### config.mk
export PLATFORM = sky130hd
export DESIGN_NAME = usb_cmd_parser_flat
export DESIGN_NICKNAME = d
export VERILOG_FILES = /design/src/rtl/usb_cmd_parser_if.sv /design/src/rtl/usb_cmd_parser.sv /design/src/flat_wrapper.sv
export SDC_FILE = /design/constraint.sdc
export NUM_CORES = 1
export LEC_CHECK = 0
export CAP_MARGIN = 20
export CORE_MARGIN = 3
export CORE_UTILIZATION = 40
export CTS_CLUSTER_SIZE = 8
export DETAILED_ROUTE_END_ITERATION = 12
export MAX_ROUTING_LAYER = met4
export PLACE_DENSITY_LB_ADDON = 0.12
export SETUP_SLACK_MARGIN = 0.3
export SYNTH_ARGS = -nofsm -noshare
export SYNTH_HDL_FRONTEND = slang
export SYNTH_SLANG_ARGS = --single-unit
### constraint.sdc
create_clock -name clk -period 3.55 [get_ports clk]
set_clock_uncertainty 0.15 [all_clocks]
set_input_delay 1.065 -clock clk [delete_from_list [all_inputs] [get_ports clk]]
set_output_delay 1.065 -clock clk [all_outputs]
set_load 0.02 [all_outputs]
### src/rtl/usb_cmd_parser_if.sv
// FIFO read port and buffer-memory write port of the USB command parser.
// The master modport is the parser; the slave modport is the FIFO/memory side.
interface usb_cmd_parser_if;
  logic [31:0] usb_rd_data;
  logic        usb_rd_valid;
  logic        usb_rd_ready;
  logic        usb_rd;
  logic        mem_wr;
  logic        mem_wr_ready;
  logic [25:0] mem_addr;
  logic [31:0] mem_wr_data;

  modport master (
    input  usb_rd_data, usb_rd_valid, usb_rd_ready, mem_wr_ready,
    output usb_rd, mem_wr, mem_addr, mem_wr_data
  );

  modport slave (
    output usb_rd_data, usb_rd_valid, usb_rd_ready, mem_wr_ready,
    input  usb_rd, mem_wr, mem_addr, mem_wr_data
  );
endinterface

### src/rtl/usb_cmd_parser.sv
// Parses header-framed packets from the USB FIFO into buffer writes or key/status updates.
// Define USB_CMD_PARSER_ERR_CNT_EN to build the saturating err_cnt error counter.
module usb_cmd_parser (
  input  logic                    clk,
  input  logic                    rst,
  usb_cmd_parser_if.master        bus,
  output logic [2:0]              trans_type,
  output logic [31:0]             key_status,
  output logic                    key_status_valid,
  output logic                    busy,
  output logic                    err,
  output logic [7:0]              err_cnt
);

  typedef enum logic [1:0] {HDR, WRITE, KEY, DRAIN} state_t;

  typedef enum logic [2:0] {
    T_NONE      = 3'd0,
    T_CODE      = 3'd1,
    T_V_BUFFER  = 3'd2,
    T_KEY       = 3'd3,
    T_SR_BUFFER = 3'd5,
    T_SL_BUFFER = 3'd6
  } pkt_t;

  state_t      state;
  logic [12:0] cnt;
  logic [23:0] idx;

  logic        pop;
  logic [2:0]  hdr_type;
  logic [12:0] hdr_n;
  logic        hdr_ok;
  logic        type_known;
  logic        hdr_err;

  always_comb begin
    pop        = bus.usb_rd & bus.usb_rd_ready & bus.usb_rd_valid;
    hdr_type   = bus.usb_rd_data[31:29];
    hdr_n      = bus.usb_rd_data[28:16];
    hdr_ok     = (bus.usb_rd_data[15:0] == 16'hA55A) && (hdr_n != '0);
    type_known = 1'b0;
    case (hdr_type)
      T_NONE, T_CODE, T_V_BUFFER, T_KEY, T_SR_BUFFER, T_SL_BUFFER: type_known = 1'b1;
      default: type_known = 1'b0;
    endcase
    // Bad magic and N=0 are one event; unknown type only counts on an otherwise good header.
    hdr_err    = pop && (state == HDR) && (!hdr_ok || !type_known);
  end

  assign busy = (state != HDR);

  always_ff @(posedge clk) begin
    if (rst) begin
      state            <= HDR;
      cnt              <= '0;
      idx              <= '0;
      bus.usb_rd       <= 1'b0;
      bus.mem_wr       <= 1'b0;
      bus.mem_addr     <= '0;
      bus.mem_wr_data  <= '0;
      trans_type       <= '0;
      key_status       <= '0;
      key_status_valid <= 1'b0;
      err              <= 1'b0;
    end else begin
      key_status_valid <= 1'b0;
      if (hdr_err)
        err <= 1'b1;
      case (state)
        HDR: begin
          bus.usb_rd <= 1'b1;
          if (pop && hdr_ok) begin
            trans_type <= hdr_type;
            cnt        <= hdr_n;
            idx        <= '0;
            case (hdr_type)
              T_CODE, T_V_BUFFER, T_SR_BUFFER, T_SL_BUFFER: state <= WRITE;
              T_KEY:   state <= KEY;
              default: state <= DRAIN;
            endcase
          end
        end
        WRITE: begin
          // Only one word in flight: reads stop until the memory takes the pending write.
          if (bus.mem_wr) begin
            if (bus.mem_wr_ready) begin
              bus.mem_wr <= 1'b0;
              bus.usb_rd <= 1'b1;
              if (cnt == '0)
                state <= HDR;
            end
          end else if (pop) begin
            bus.mem_wr_data <= bus.usb_rd_data;
            bus.mem_addr    <= {idx, 2'b00};
            bus.mem_wr      <= 1'b1;
            bus.usb_rd      <= 1'b0;
            idx             <= idx + 24'd1;
            cnt             <= cnt - 13'd1;
          end
        end
        KEY: begin
          if (pop) begin
            if (idx == '0) begin
              key_status       <= bus.usb_rd_data;
              key_status_valid <= 1'b1;
            end
            idx <= idx + 24'd1;
            cnt <= cnt - 13'd1;
            if (cnt == 13'd1)
              state <= HDR;
          end
        end
        DRAIN: begin
          if (pop) begin
            idx <= idx + 24'd1;
            cnt <= cnt - 13'd1;
            if (cnt == 13'd1)
              state <= HDR;
          end
        end
      endcase
    end
  end

`ifdef USB_CMD_PARSER_ERR_CNT_EN
  always_ff @(posedge clk) begin
    if (rst)
      err_cnt <= '0;
    else if (hdr_err && (err_cnt != 8'hFF))
      err_cnt <= err_cnt + 8'd1;
  end
`else
  assign err_cnt = '0;
`endif

endmodule

### src/flat_wrapper.sv
// flat-port wrapper written by rule: the top's interface ports become plain ports
module usb_cmd_parser_flat 
  (clk, rst, trans_type, key_status, key_status_valid, busy, err, err_cnt, bus_usb_rd_data, bus_usb_rd_valid, bus_usb_rd_ready, bus_mem_wr_ready, bus_usb_rd, bus_mem_wr, bus_mem_addr, bus_mem_wr_data);
  usb_cmd_parser_if bus_i ();
  input  logic clk;
  input  logic rst;
  output logic [2:0] trans_type;
  output logic [31:0] key_status;
  output logic key_status_valid;
  output logic busy;
  output logic err;
  output logic [7:0] err_cnt;
  input wire logic [$bits(bus_i.usb_rd_data)-1:0] bus_usb_rd_data;
  input wire logic [$bits(bus_i.usb_rd_valid)-1:0] bus_usb_rd_valid;
  input wire logic [$bits(bus_i.usb_rd_ready)-1:0] bus_usb_rd_ready;
  input wire logic [$bits(bus_i.mem_wr_ready)-1:0] bus_mem_wr_ready;
  output wire logic [$bits(bus_i.usb_rd)-1:0] bus_usb_rd;
  output wire logic [$bits(bus_i.mem_wr)-1:0] bus_mem_wr;
  output wire logic [$bits(bus_i.mem_addr)-1:0] bus_mem_addr;
  output wire logic [$bits(bus_i.mem_wr_data)-1:0] bus_mem_wr_data;
  assign bus_i.usb_rd_data = bus_usb_rd_data;
  assign bus_i.usb_rd_valid = bus_usb_rd_valid;
  assign bus_i.usb_rd_ready = bus_usb_rd_ready;
  assign bus_i.mem_wr_ready = bus_mem_wr_ready;
  assign bus_usb_rd = bus_i.usb_rd;
  assign bus_mem_wr = bus_i.mem_wr;
  assign bus_mem_addr = bus_i.mem_addr;
  assign bus_mem_wr_data = bus_i.mem_wr_data;
  usb_cmd_parser u_core (.clk(clk), .rst(rst), .bus(bus_i), .trans_type(trans_type), .key_status(key_status), .key_status_valid(key_status_valid), .busy(busy), .err(err), .err_cnt(err_cnt));
endmodule
### Word level (Yosys, flattened, before mapping)

Cells that the tools add are included.

* bits in registers: 134
* latch bits: 0
* RAM bits: 0
* memory bits (read-only): 0
* bits of input ports: 37
* output and inout port bits: 106
* logic and storage cells: 86
* memories: 0

* add/sub/neg operators: 2
* multipliers: 0
* div/mod/pow operators: 0
* magnitude comparators: 0
* equality and inequality tests: 19
* shifts and indexed selects: 0
* multiplexer cells: 25
* bitwise logic cells: 5
* reduce and logical (&&, ||, !) cells: 24

Operator list (number)
* 2-to-1 mux 24 bit: 3
* one-hot mux 24 bit (3 select lines): 1
* 2-to-1 mux 13 bit: 3
* one-hot mux 13 bit (3 select lines): 1
* adder 24 x 1 -> 24 bit (second input constant): 1
* zero test 24 bit: 1
* equality test 16 bit (second input constant): 1
* equality test 13 x 1 -> 1 bit (second input constant): 1
* zero test 13 bit: 1
* nonzero test 13 bit: 1
* subtractor 13 x 1 -> 13 bit (second input constant): 1
* 2-to-1 mux 2 bit: 6
* AND reduction 3 bit: 3
* 2-to-1 mux 1 bit: 8
* != test 2 x 1 -> 1 bit (second input constant): 4
* equality test 3 x 2 -> 1 bit (second input constant): 2
* equality test 3 bit (second input constant): 2
* != test 2 bit (second input constant): 3
* one-hot mux 2 bit (3 select lines): 1
* AND reduction 6 bit: 1
* OR reduction 6 bit: 1
* equality test 2 bit (second input constant): 2
* logical AND 1 bit: 4
* one-hot mux 2 bit (2 select lines): 1
* other kinds (16): 22

### Depth between registers and ports, before layout

Gate-level depths: netlist of the first run.

* depth in word-level cells: 6
* mapped depth: 8
* mapped depth without buffers: 7

### Least setup slack after synthesis of the first run

No wires, ideal clock.

* kind: input to register
* from: input port bus_usb_rd_data[9]
* to: register u_core.idx[18]
* library setup time: 70 ps
* data arrival time: 2931 ps
* data required time: 3330 ps
* slack: 400 ps
* stages: 6
* path buffers: 1
* path through: or4b_4 nor4_4 a31oi_4 buf_6 or4_1 a21oi_1

* word-level cells in the longest chain between the ends: 5

Ends and longest elaborated chain
* start: declaration: RTL line flat_wrapper.sv:13 `input wire logic [$bits(bus_i.usb_rd_data)-1:0] bus_usb_rd_data;`
* equality test 16 bit: RTL line usb_cmd_parser.sv:41 `hdr_ok = (bus.usb_rd_data[15:0] == 16'hA55A) && (hdr_n != '0);`
* logical AND 1 bit: RTL line usb_cmd_parser.sv:41
* logical AND 1 bit: RTL line usb_cmd_parser.sv:73 `if (pop && hdr_ok) begin`
* != test 2 bit (no source line)
* AND reduction 2 bit (no source line)
* end signal: assignment: RTL line usb_cmd_parser.sv:98 `idx <= idx + 24'd1;`
* end signal: assignment: RTL line usb_cmd_parser.sv:108 `idx <= idx + 24'd1;`
* end signal: assignment: RTL line usb_cmd_parser.sv:116 `idx <= idx + 24'd1;`
* end: declaration: RTL line usb_cmd_parser.sv:28 `logic [23:0] idx;`

Every way passes these cells.
A chain may end at the register's enable or synchronous reset.

### Worst setup path in the final report of the first run

* from: input port bus_usb_rd_data[5]
* to: register u_core.idx[11]

Same word-level chain as after synthesis.

==> flow_summary_export.csv, run 1 <==
group,metric,value,unit
outcome,outcome,"complete, no violations",
yosys,syn_avg_cell_area,8.23,um2
power_and_ir_drop,power_density,424,nW/um2
sta,worst_pin_slew,0.692,ns
yosys,yosysMostFrequentCell,"nand2_1",
floorplan,start_util,41.8,%
setup_path,path_delay_family,"simple AND/OR/NAND/NOR gates",
placed_design,dpl.hpwl,11300,um
run,maxCapViolations,0,
setup_path,critPathLaunch,"bus_usb_rd_data[5]",
placed_design,gp_congestion,0.827,
setup_path,r2r_slack,1.04,ns
global_route,antenna_found_initial,0,
sta,holdWs,0.302,ns
clock_tree,h-tree-depth,4,
detailed_routing,ant_nets,0,
yosys,synth_top_area_cell,"dfxtp_1",
clock_tree,clkSinkCount,134,
global_route,grt_max_degree,62,
setup_path,path_class,"in2reg",
worst_hold_path,hold_path_end,"u_core.bus.mem_addr[18]",
detailed_routing,wl,16800,um
floorplan,num_rows,42,
floorplan,die_h,125,um
detailed_routing,drt_iter0_drc,530,
sta,timing.final.crit_share,90.1,%
setup_path,worstPathMaxFanout,8,
yosys,netlist_instances,689,
yosys,ys.flop_type,"dfxtp_1",
yosys,synthArstFlopShare,0,%
yosys,synth_top_family_by_area,"simple AND/OR/NAND/NOR gates",
worst_hold_path,hold_depth,2,
yosys,synth_adder_area_share,1.10,%
sta,slew_headroom,53.4,%
clock_tree,clk_pin_slew,0.06,ns
setup_path,start_kind,"input port",
worst_hold_path,hold_start,"u_core.bus.mem_addr[18]",
floorplan,dieArea,15600,um2
clock_tree,clock-root-buffer,"clkbuf_16",
placed_design,port_buffers,132,
sta,min_period,3.20,ns
global_route,globalRouteOverflowTotal,0,
yosys,yosysTopAreaCellShare,47.3,%
yosys,ys_ff_latch,134,
yosys,ys_warn_count,0,
setup_path,worst-path-buf-inv,2,
global_route,grt_usage,21.7,%
yosys,ys_seq_area_share,47.3,%
setup_path,cp_slowest_cell,"or4bb_4",
finish,diodes,0,
yosys,synth_cell_types,52,
yosys,synth_compound_area_share,16.2,%
yosys,muxShareOfSynthArea,6.18,%
detailed_routing,wl_per_cell,16.3,um
clock_tree,numCtsBuffers,17,
sta,hold_violations,0,
setup_path,reg2regPathDepth,5,
power_and_ir_drop,power_leakage,2.81,nW
global_route,grt_pass1_wl,26700,um
yosys,synth_xor_area_share,0.309,%
floorplan,ioPinCount,143,
finish,nets,884,
setup_path,reg2reg_from,"u_core.idx[5]",
floorplan,die_x,125,um
setup_path,critical_path_arrival,3.38,ns
sta,maxSlewViolCount,0,
finish,syn_to_final_growth,43.7,%
yosys,synth_edf_count,0,
sta,rsz0062_at_grt,"no",
setup_path,cp_data_required_time,3.73,ns
detailed_routing,drt_pass1_iterations,5,
detailed_routing,vias_per_cell,5.29,
power_and_ir_drop,p_total,3.45,mW
detailed_routing,dr_total_vias,5453,
finish,drive_above_1_share,12.4,%
setup_path,r2r-end,"u_core.idx[23]",
setup_path,crit_chain,"clkdlybuf4s50_1 > or4bb_4 > nor4_4 > a31oi_4 > clkbuf_16 > or3_1 > a211oi_2",
yosys,synth_common_cells,"142 x nand2_1, 134 x dfxtp_1, 102 x a21oi_1, 54 x nor2_1",
finish,fin_util,60.1,%
yosys,yosys.area_share.simple,23.5,%
setup_path,crit_path_max_incr_delay,0.58,ns
worst_hold_path,hp-class,"reg2reg",
sta,setup_violations,0,
global_route,grt_pass1_vias,5331,
sta,fmax,313,MHz
yosys,netlist_area,5670,um2
detailed_routing,drc,0,
clock_tree,clockBufferDepth,2,
floorplan,core_area,13600,um2
clock_tree,cts_tree,"done",
setup_path,endpoint_kind,"flop",
power_and_ir_drop,worst_ir_drop_vdd,0.000380,V
yosys,yosys-top-cells-area,"dfxtp_1 47%, nand2_1 9.4%, a21oi_1 9.0%",
clock_tree,clock_latency,0.42,ns
[worst reg2reg max path: cells and delay by family (launching register included)]
family | cells | cell delay, ns
AND/OR/NAND/NOR | 4 | 1.67
flip-flops | 1 | 0.49
AO/OA/AOI/OAI | 1 | 0.14
[per-layer routing]
| metal | routed length (um) | track usage, % |
|---|---|---|
| met1 | 7450 | 25.8 |
| met2 | 8090 | 34.6 |
| met3 | 1050 | 7.93 |
| met4 | 214 | 6.25 |
| met5 | 0 | - |
[kinds of logic after synthesis]
logic type,after synthesis
AO/OA/AOI/OAI,160
XOR/XNOR,2
adder cells (fa/ha/maj),5
buffers and inverters,66
flip-flops,134
multiplexers,35
other,1
AND/OR/NAND/NOR,286
[registers in the layout, indices dropped and copies added (netlist names)]
signal                   count
u_core.key_status_valid      1
u_core.bus.usb_rd            1
u_core.bus.mem_addr         24
u_core.trans_type            3
u_core.state                 2
u_core.bus.mem_wr_data      32
u_core.idx                  24
u_core.key_status           32
u_core.cnt                  13
u_core.err                   1
u_core.bus.mem_wr            1
[cell usage in the layout, fill, tap and decap left out, drive strengths merged, types with 2 or more instances in the layout]
cell type / n
dlygate4sd2: 4
nor2b: 2
buf: 45
mux2i: 35
or3: 8
nand3: 16
a21o: 5
nor4: 12
conb: 10
nand2: 142
and3: 6
a31oi: 3
ha: 5
o31ai: 14
a21oi: 102
o21ai: 20
clkdlybuf4s50: 122
or4bb: 2
or2: 6
clkinvlp: 2
xnor2: 2
clkinv: 3
clkbuf: 25
nor2: 54
inv: 14
o21a: 2
nand4b: 2
bufinv: 3
dlymetal6s2s: 5
or4: 13
dfxtp: 134
nor3: 10
and2: 2
nand4: 5
a22oi: 4
[report_power, final]
| group | leakage [nW] | internal [mW] | switching, mW | total, mW |
|---|---|---|---|---|
| clock | 0.296 | 1.18 | 0.638 | 1.81 |
| combinational | 1.44 | 0.0627 | 0.0719 | 0.135 |
| sequential | 1.08 | 1.51 | 0.000875 | 1.51 |
| total | 2.81 | 2.74 | 0.711 | 3.45 |
[worst max-delay path by stage]
stage                      to  slack, ns  cells after the start
2_1_floorplan  u_core.idx[18]       0.40                      6
3_5_place_dp    u_core.cnt[6]      -0.13                      8
5_1_grt        u_core.idx[11]       0.30                      7
3_3_place_gp    u_core.cnt[3]      -0.08                      8
4_1_cts        u_core.idx[12]       0.30                      7
6_report       u_core.idx[11]       0.35                      7
[metrics by stage]
stage	instances	area (um2)	worst slack [ns]	TNS, ns
after global placement	995	7380	-0.0836	-1.38
after global routing	1031	8150	0.299	0
after floorplan	698	5700	0.400	0
after detailed placement	995	7380	-0.129	-2.16
after CTS	1031	8080	0.300	0
final	1031	8150	0.352	0
[cell type report]
type,count,area (um2)
multi-input combinational,498,2810
sequential,134,2680
inverter,14,52.6
clock inverter,8,120
fill,1203,5410
timing repair buffer,177,1770
clock buffer,24,492
tap,176,220
[timing repair]
| item | 4_1_cts | 5_1_grt |
|---|---|---|
| setup endpoints to repair | 1 | 21 |
| buffers inserted | 2 | 0 |
| pin swaps | 11 | 8 |
| resized for setup | 11 | 21 |
| gates cloned | 2 | 0 |
| hold buffers | 0 | 0 |
No activity file was read; power rests on OpenSTA's default activity.
==> inputs of run 2 (changes only) <==
--- a/config.mk
+++ b/config.mk
@@ -16,3 +16,4 @@
 export SYNTH_ARGS = -nofsm -noshare
 export SYNTH_HDL_FRONTEND = slang
 export SYNTH_SLANG_ARGS = --single-unit
+export TNS_END_PERCENT = 1
==> results of run 2 <==
The final DEF is identical to that of run 1; final timing and power are the same.
==> edit 1 (config.mk and constraints of run 1) <==
Add a define of `USB_CMD_PARSER_ERR_CNT_EN`.
--- a/src/rtl/usb_cmd_parser.sv
+++ b/src/rtl/usb_cmd_parser.sv
@@ -1,5 +1,7 @@
 // Parses header-framed packets from the USB FIFO into buffer writes or key/status updates.
 // Define USB_CMD_PARSER_ERR_CNT_EN to build the saturating err_cnt error counter.
+`define USB_CMD_PARSER_ERR_CNT_EN
+
 module usb_cmd_parser (
   input  logic                    clk,
   input  logic                    rst,
Behaviour: not the same (a bounded check fails within 4 cycles, from zero or initial values and one cycle with rst high).
==> edit 1 against run 1 <==
  * Critical path depth decreased by 1
  * Area after synthesis rose by 11%
  * Design area is 5.8% higher
  * Wire length increased by 15%
  * Register-to-register slack improved by 0.02 ns
  * Sequential cell count up 8
  * Worst setup slack better by 0.0058 ns
Power is not compared: it rests on default switching activity, and its combinational part moved more than twofold at a synthesized area within 25%.
==> edit 1: results (changes against run 1) <==
Result of the run: completed (unchanged). The internal portion of total power came out at 2740 uW. The DRC violation total after the first TritonRoute iteration came out at 456 (was 530). The number of instances on the worst hold path came to 2 (unchanged).

The delay contributed by the slowest stage of the critical path came to 0.55 ns (was 0.58 ns). The portion of the post-synthesis area used by sequential elements is 45.00% (was 47.33%). The buffers inserted during post-CTS setup optimization came out at 0 (was 2). The fraction of synthesized cell area in xor and xnor cells came out at 1.386% (was 0.3091%). The cell with the largest stage delay on the worst path is or4bb_1 (was or4bb_4). The arrival time at the worst endpoint came out at 3.36 ns (was 3.38 ns). The wire length after detailed routing came out at 19,270 um (was 16,810 um). The worst-case vdd ir drop came out at 335.9 uV. The number of H-tree levels came out at 4 (unchanged).

The worst reg-to-reg path cell count came out at 8 (was 5). The setup slack of the most critical reg-to-reg path came out at 1.06 ns (was 1.04 ns). The number of nets at the end of the flow is 947 (was 884). The final weighted congestion in routability-driven placement came out at 0.9545 (was 0.8267). The final standard cell count with taps included and fillers excluded came out at 1,128 (was 1,031). The met2 track demand over resource is 35.90% (was 34.64%). The met3 usage is 6.394% (was 7.932%). The worst flop-to-flop path startpoint is u_core.state[1] (was u_core.idx[5]). The adder-cell share of the synthesized area is 1.188% (was 1.104%).

The clock-pin slew on the worst setup and hold paths is 0.06 ns (about the same). The worst-skew pair later-pin latency is 0.42 ns (about the same). The capturing point of the worst reg2reg path is u_core.cnt[10] (was u_core.idx[23]). The first-pass GRT wire length was 31,040 um (was 26,680 um).

The number of distinct library cell variants in the gate-level netlist after synthesis was 63 (was 52). Top cell types by occurrence after synthesis: nand2_1, dfxtp_1, a21oi_1, nor2_1, clkbuf_1 (was nand2_1, dfxtp_1, a21oi_1, nor2_1). The via count of the first global-routing pass is 6,035 (was 5,331). The gate count of the mapped netlist was 773 (was 689). The number of gates resized after CTS is 0 (was 11). The number of antenna violations at the first check in global routing is 0 (unchanged). The synthesis warning total is 0 (unchanged). The share of post-route cells with drive strength above 1 is 9.487% (was 12.40%). Top post-synthesis cells by area: dfxtp_1, nand2_1, a21oi_1 (unchanged). The share of synthesized area spent on multiplexers came out at 6.219% (was 6.181%). The maximum number of pins on one net before global-route repair came to 58 (was 62). The hold path startpoint is u_core.bus.mem_addr[23] (was u_core.bus.mem_addr[18]). The highest net fanout along the worst path came out at 5 (was 8). The combined global-route utilization of all metal layers is 22.54% (was 21.68%). The complex-gate fraction of the synthesized area is 14.74% (was 16.23%). The detailed-route vias per instance was 5.488 (was 5.289).

The worst hold path class is reg2reg (unchanged). The HPWL after detailed placement came out at 13,290 um (was 11,310 um). The worst hold path endpoint is u_core.bus.mem_addr[23] (was u_core.bus.mem_addr[18]). The number of port buffers came to 140 (was 132). The main flop type after synthesis is dfxtp_1 (unchanged). The measured slew at the worst slew-check pin came out at 0.7654 ns (was 0.6922 ns).

The count of antenna diodes in the layout came out at 0 (unchanged). The routing usage on met1 came out at 27.65% (was 25.82%).
[edit 1: changes by cell type after synthesis, moves of 10 or more]
cell / delta
a21oi_1: -20
clkbuf_1: +13
nand2_1: +11
nand4_1: +10
nor2_1: +18
o31ai_1: -10
or4_1: -11
[edit 1: cell type report]
class	count	area, um^2
fill	1395	6694
multi-input combinational	560	3197
sequential	142	2843
timing repair buffer	175	1724
clock buffer	19	432.9
tap	211	264.0
clock inverter	13	130.1
inverter	8	30.03
[edit 1: cells by family (layout without fill, tap and decap cells)]
kind of cell / after synthesis / after routing
compound gates: 152 / 152
xor+xnor: 10 / 10
fa+ha+maj: 6 / 6
buf+inv: 72 / 215
flops: 142 / 142
mux: 39 / 39
other cells: 1 / 2
simple gates: 351 / 351
[edit 1: worst max-delay path, delay by kind of cell]
kind / cells / cell delay [ns]
AOI/OAI and AO/OA: 1 / 0.36
buffers and inverters: 1 / 0.51
and+or+nand+nor: 4 / 1.42
[edit 1: power groups by stage]
stage               Sequential (uW)  Combinational, uW  Clock [uW]
finish                         1630                373        1710
global route                   1630                408        1830
CTS                            1630                372        1740
detailed placement             1660                370           0
global placement               1660                368           0
floorplan                      1660                210           0
[edit 1: worst max-delay path by stage]
stage	to	slack, ns	from	cells past startpoint
finish	u_core.cnt[9]	0.36	bus_usb_rd_data[15]	6
global route	u_core.cnt[9]	0.31	bus_usb_rd_data[15]	6
CTS	u_core.cnt[9]	0.38	bus_usb_rd_data[15]	6
detailed placement	u_core.cnt[9]	-0.09	bus_usb_rd_data[15]	6
global placement	u_core.err_cnt[0]	0.05	bus_usb_rd_data[15]	6
floorplan	u_core.err_cnt[0]	0.64	bus_usb_rd_data[9]	6
[edit 1: metal layers]
layer  vias up  routed length (um)
met5         -                   0
met4         0                 315
met3        33                1367
met2       221                9116
met1      2951                8472
li1       2985                   -
[edit 1: per-stage QoR]
step	hold WS, ns	instance area (um^2)	util, %	power [uW]	setup WS (ns)
after floorplan	0.2942	6321	-	1871	0.6388
after global placement	0.2930	8058	52.61	2029	0.05130
after detailed placement	0.2953	8058	52.61	2032	-0.08550
after CTS	0.3047	8621	56.29	3743	0.3793
after global routing	0.3217	8621	56.29	3861	0.3089
final	0.3031	8621	56.29	3710	0.3577
==> edit 2 (config.mk and constraints of run 1) <==
Made on the original files. Encoding of `state_t`: now Gray code (2 bits for 4 states).
--- a/src/rtl/usb_cmd_parser.sv
+++ b/src/rtl/usb_cmd_parser.sv
@@ -12,7 +12,7 @@
   output logic [7:0]              err_cnt
 );
 
-  typedef enum logic [1:0] {HDR, WRITE, KEY, DRAIN} state_t;
+  typedef enum logic [1:0] {HDR = 2'b00, WRITE = 2'b01, KEY = 2'b11, DRAIN = 2'b10} state_t;
 
   typedef enum logic [2:0] {
     T_NONE      = 3'd0,
Check against the original RTL: same outputs for any inputs over 4 cycles, from zero or initial values and one cycle with rst high; so few cycles prove little.
==> edit 2 against run 1 <==
  * Register-to-register slack worse by 0.02 ns
  * Design area hardly changed
  * First-iteration DRC count is 4.2% lower
  * Hold slack better by 0.0015 ns
  * Sequential cell count stayed put
  * Largest power group unchanged
  * Fmax is 2.1% higher
  * Worst setup slack better by 0.066 ns
  * Sequential power hardly changed
  * Area after synthesis is 4.3% higher
  * Power is 1.6% lower
  * Clock power is 3% lower
  * Cell count is 1.6% higher
  * Wire length is 1.7% higher
==> edit 2: results (changes against run 1) <==
Result of the run: completed (unchanged). The DRC violation total after the first TritonRoute iteration came out at 508 (was 530). The maximum clock frequency came out at 0.3193 GHz (was 0.3127 GHz). The combined global-route utilization of all metal layers came out at 21.84% (was 21.68%). The clock-pin slew on the worst setup and hold paths is 0.05 ns. The worst slack at placement came out at -0.1138 ns (was -0.1294 ns).

The measured slew at the worst slew-check pin is 0.9357 ns (was 0.6922 ns). The endpoint of the most critical setup path is u_core.cnt[5] (was u_core.idx[11]). The share of synthesized area spent on multiplexers is 6.097% (was 6.181%).

The critical path launch point was bus_usb_rd_data[15] (was bus_usb_rd_data[5]). The leakage component of the power came to 0.002762 uW (was 0.002815 uW). The setup slack of the most critical reg-to-reg path came out at 1.02 ns (was 1.04 ns). The via count of the first global-routing pass was 5,532 (was 5,331).

The number of nets at the end of the flow came out at 896 (was 884). The net switching fraction of the power is 20.88% (was 20.58%). The number of antenna violations at the first check in global routing is 1 (was 0). The portion of the post-synthesis area used by sequential elements came to 45.39% (was 47.33%). The cell with the largest stage delay on the worst path was or4bb_4 (unchanged). The first-pass iteration count of the detailed router is 7 (was 5). The worst hold path class was reg2reg (unchanged). The total number of vias came out at 5,687 (was 5,453).

The clock buffer count from CTS came out at 17 (unchanged). Largest registers in the final layout: u_core.bus.mem_wr_data: 32 flops, u_core.key_status: 32 flops (unchanged). The worst-case vdd ir drop is 288.9 uV (was 380.2 uV). The adder-cell share of the synthesized area was 1.058% (was 1.104%). The number of filler instances in the final layout came out at 1,316 (was 1,203). The average wire length per cell after detail routing is 16.31 um (was 16.30 um). The final weighted congestion in routability-driven placement came out at 0.8898 (was 0.8267). The highest net fanout along the worst path was 36 (was 8). Top cell types by occurrence after synthesis: nand2_1, dfxtp_1, a21oi_1, nor2_1, clkbuf_1 (was nand2_1, dfxtp_1, a21oi_1, nor2_1).

The proportion of register bits with asynchronous set or reset after synthesis came out at 0% (unchanged). The complex-gate fraction of the synthesized area came out at 18.44% (was 16.23%). Top post-synthesis cells by area: dfxtp_1, nand2_1, a21oi_1 (unchanged). The arrival time at the worst endpoint came out at 3.34 ns (was 3.38 ns).

The number of distinct library cell variants in the gate-level netlist after synthesis came out at 58 (was 52). The maximum number of pins on one net before global-route repair was 59 (was 62). The share of post-route cells with drive strength above 1 came out at 9.458% (was 12.40%).

The worst flop-to-flop path startpoint is u_core.state[1] (was u_core.idx[5]). The HPWL after detailed placement came out at 11,730 um (was 11,310 um). The worst reg-to-reg path cell count came out at 7 (was 5). The fraction of synthesized cell area in xor and xnor cells came out at 0.2964% (was 0.3091%). The worst-skew pair later-pin latency is 0.41 ns. The synthesis warning total is 0 (unchanged). The first-pass GRT wire length is 27,940 um (was 26,680 um).
edit 2: cell types whose count changed in the layout (fill, tap and decap cells not counted), sizes merged, moves of 8 or more:
cell,run 1,this run
a2111o,0,9
clkdlybuf4s50,122,131
o21ai,20,12
nand4,5,14
a21oi,102,92
o31ai,14,5
o2111ai,0,12
or4,13,0
nand2,142,158
buf,45,37
edit 2: logic make-up (layout without fill, tap and decap cells):
family,after synthesis,after routing
DFF,134,134
adders and majority gates,5,5
other,1,11
buffers and inverters,73,213
xor gates and xnor gates,2,2
and+or+nand+nor,297,297
muxes,36,36
AOI/OAI and AO/OA,170,170
edit 2: area by class of cell:
type	instances	area, um^2	area share, %
Tap cell	180	225.2	2.767
Sequential cell	134	2683	32.95
Multi-Input combinational cell	520	2954	36.29
Timing Repair Buffer	168	1630	20.03
Clock inverter	8	95.09	1.168
Clock buffer	24	501.7	6.164
Antenna cell	1	2.502	0.03074
Inverter	13	48.80	0.5994
edit 2: what timing repair did:
item / CTS / global route
setup buffers: 0 / 0
endpoints found under the setup margin: 0 / 17
gates resized for setup: 0 / 4
edit 2: power groups by stage:
stage / combinational, uW / clock (uW) / sequential (uW)
6_report: 142 / 1750 / 1510
5_1_grt: 152 / 1860 / 1510
4_1_cts: 141 / 1780 / 1510
3_5_place_dp: 140 / 0 / 1540
3_3_place_gp: 139 / 0 / 1540
2_1_floorplan: 60.2 / 0 / 1540
edit 2: metrics by stage:
stage / cell area (um^2) / utilization, % / cells
6_report: 8140 / 57.53 / 1048
5_1_grt: 8140 / 57.53 / 1048
4_1_cts: 8119 / 57.38 / 1047
3_5_place_dp: 7522 / 53.16 / 1015
3_3_place_gp: 7522 / 53.16 / 1015
2_1_floorplan: 5944 / - / 727
edit 2: worst min path at each step:
stage,end,slack (ns),startpoint,depth (start not counted)
after global routing,u_core.bus.mem_addr[14],0.32,u_core.bus.mem_addr[14],2
after detailed placement,u_core.bus.mem_addr[16],0.30,u_core.bus.mem_addr[16],2
after global placement,u_core.bus.mem_addr[18],0.29,u_core.bus.mem_addr[18],2
after floorplan,u_core.cnt[12],0.30,u_core.cnt[12],2
final,u_core.bus.mem_addr[6],0.30,u_core.bus.mem_addr[6],2
after CTS,u_core.bus.mem_addr[16],0.30,u_core.bus.mem_addr[16],2
edit 2: per-layer routing:
metal	vias up	GRT usage [%]	wire, um
li1	2801	-	-
met1	2673	26.64	7485
met2	197	35.80	8491
met3	16	5.811	909
met4	0	5.994	206
met5	-	-	0
edit 2: worst reg2reg max path: stages, from the launching register on:
cell and delay [ns]:
dfxtp_1 0.38, nor2_1 0.19, clkinv_1 0.15, buf_4 0.23, nor4_1 0.59, nand4_4 0.24, a2111o_1 0.45, o21ai_0 0.08
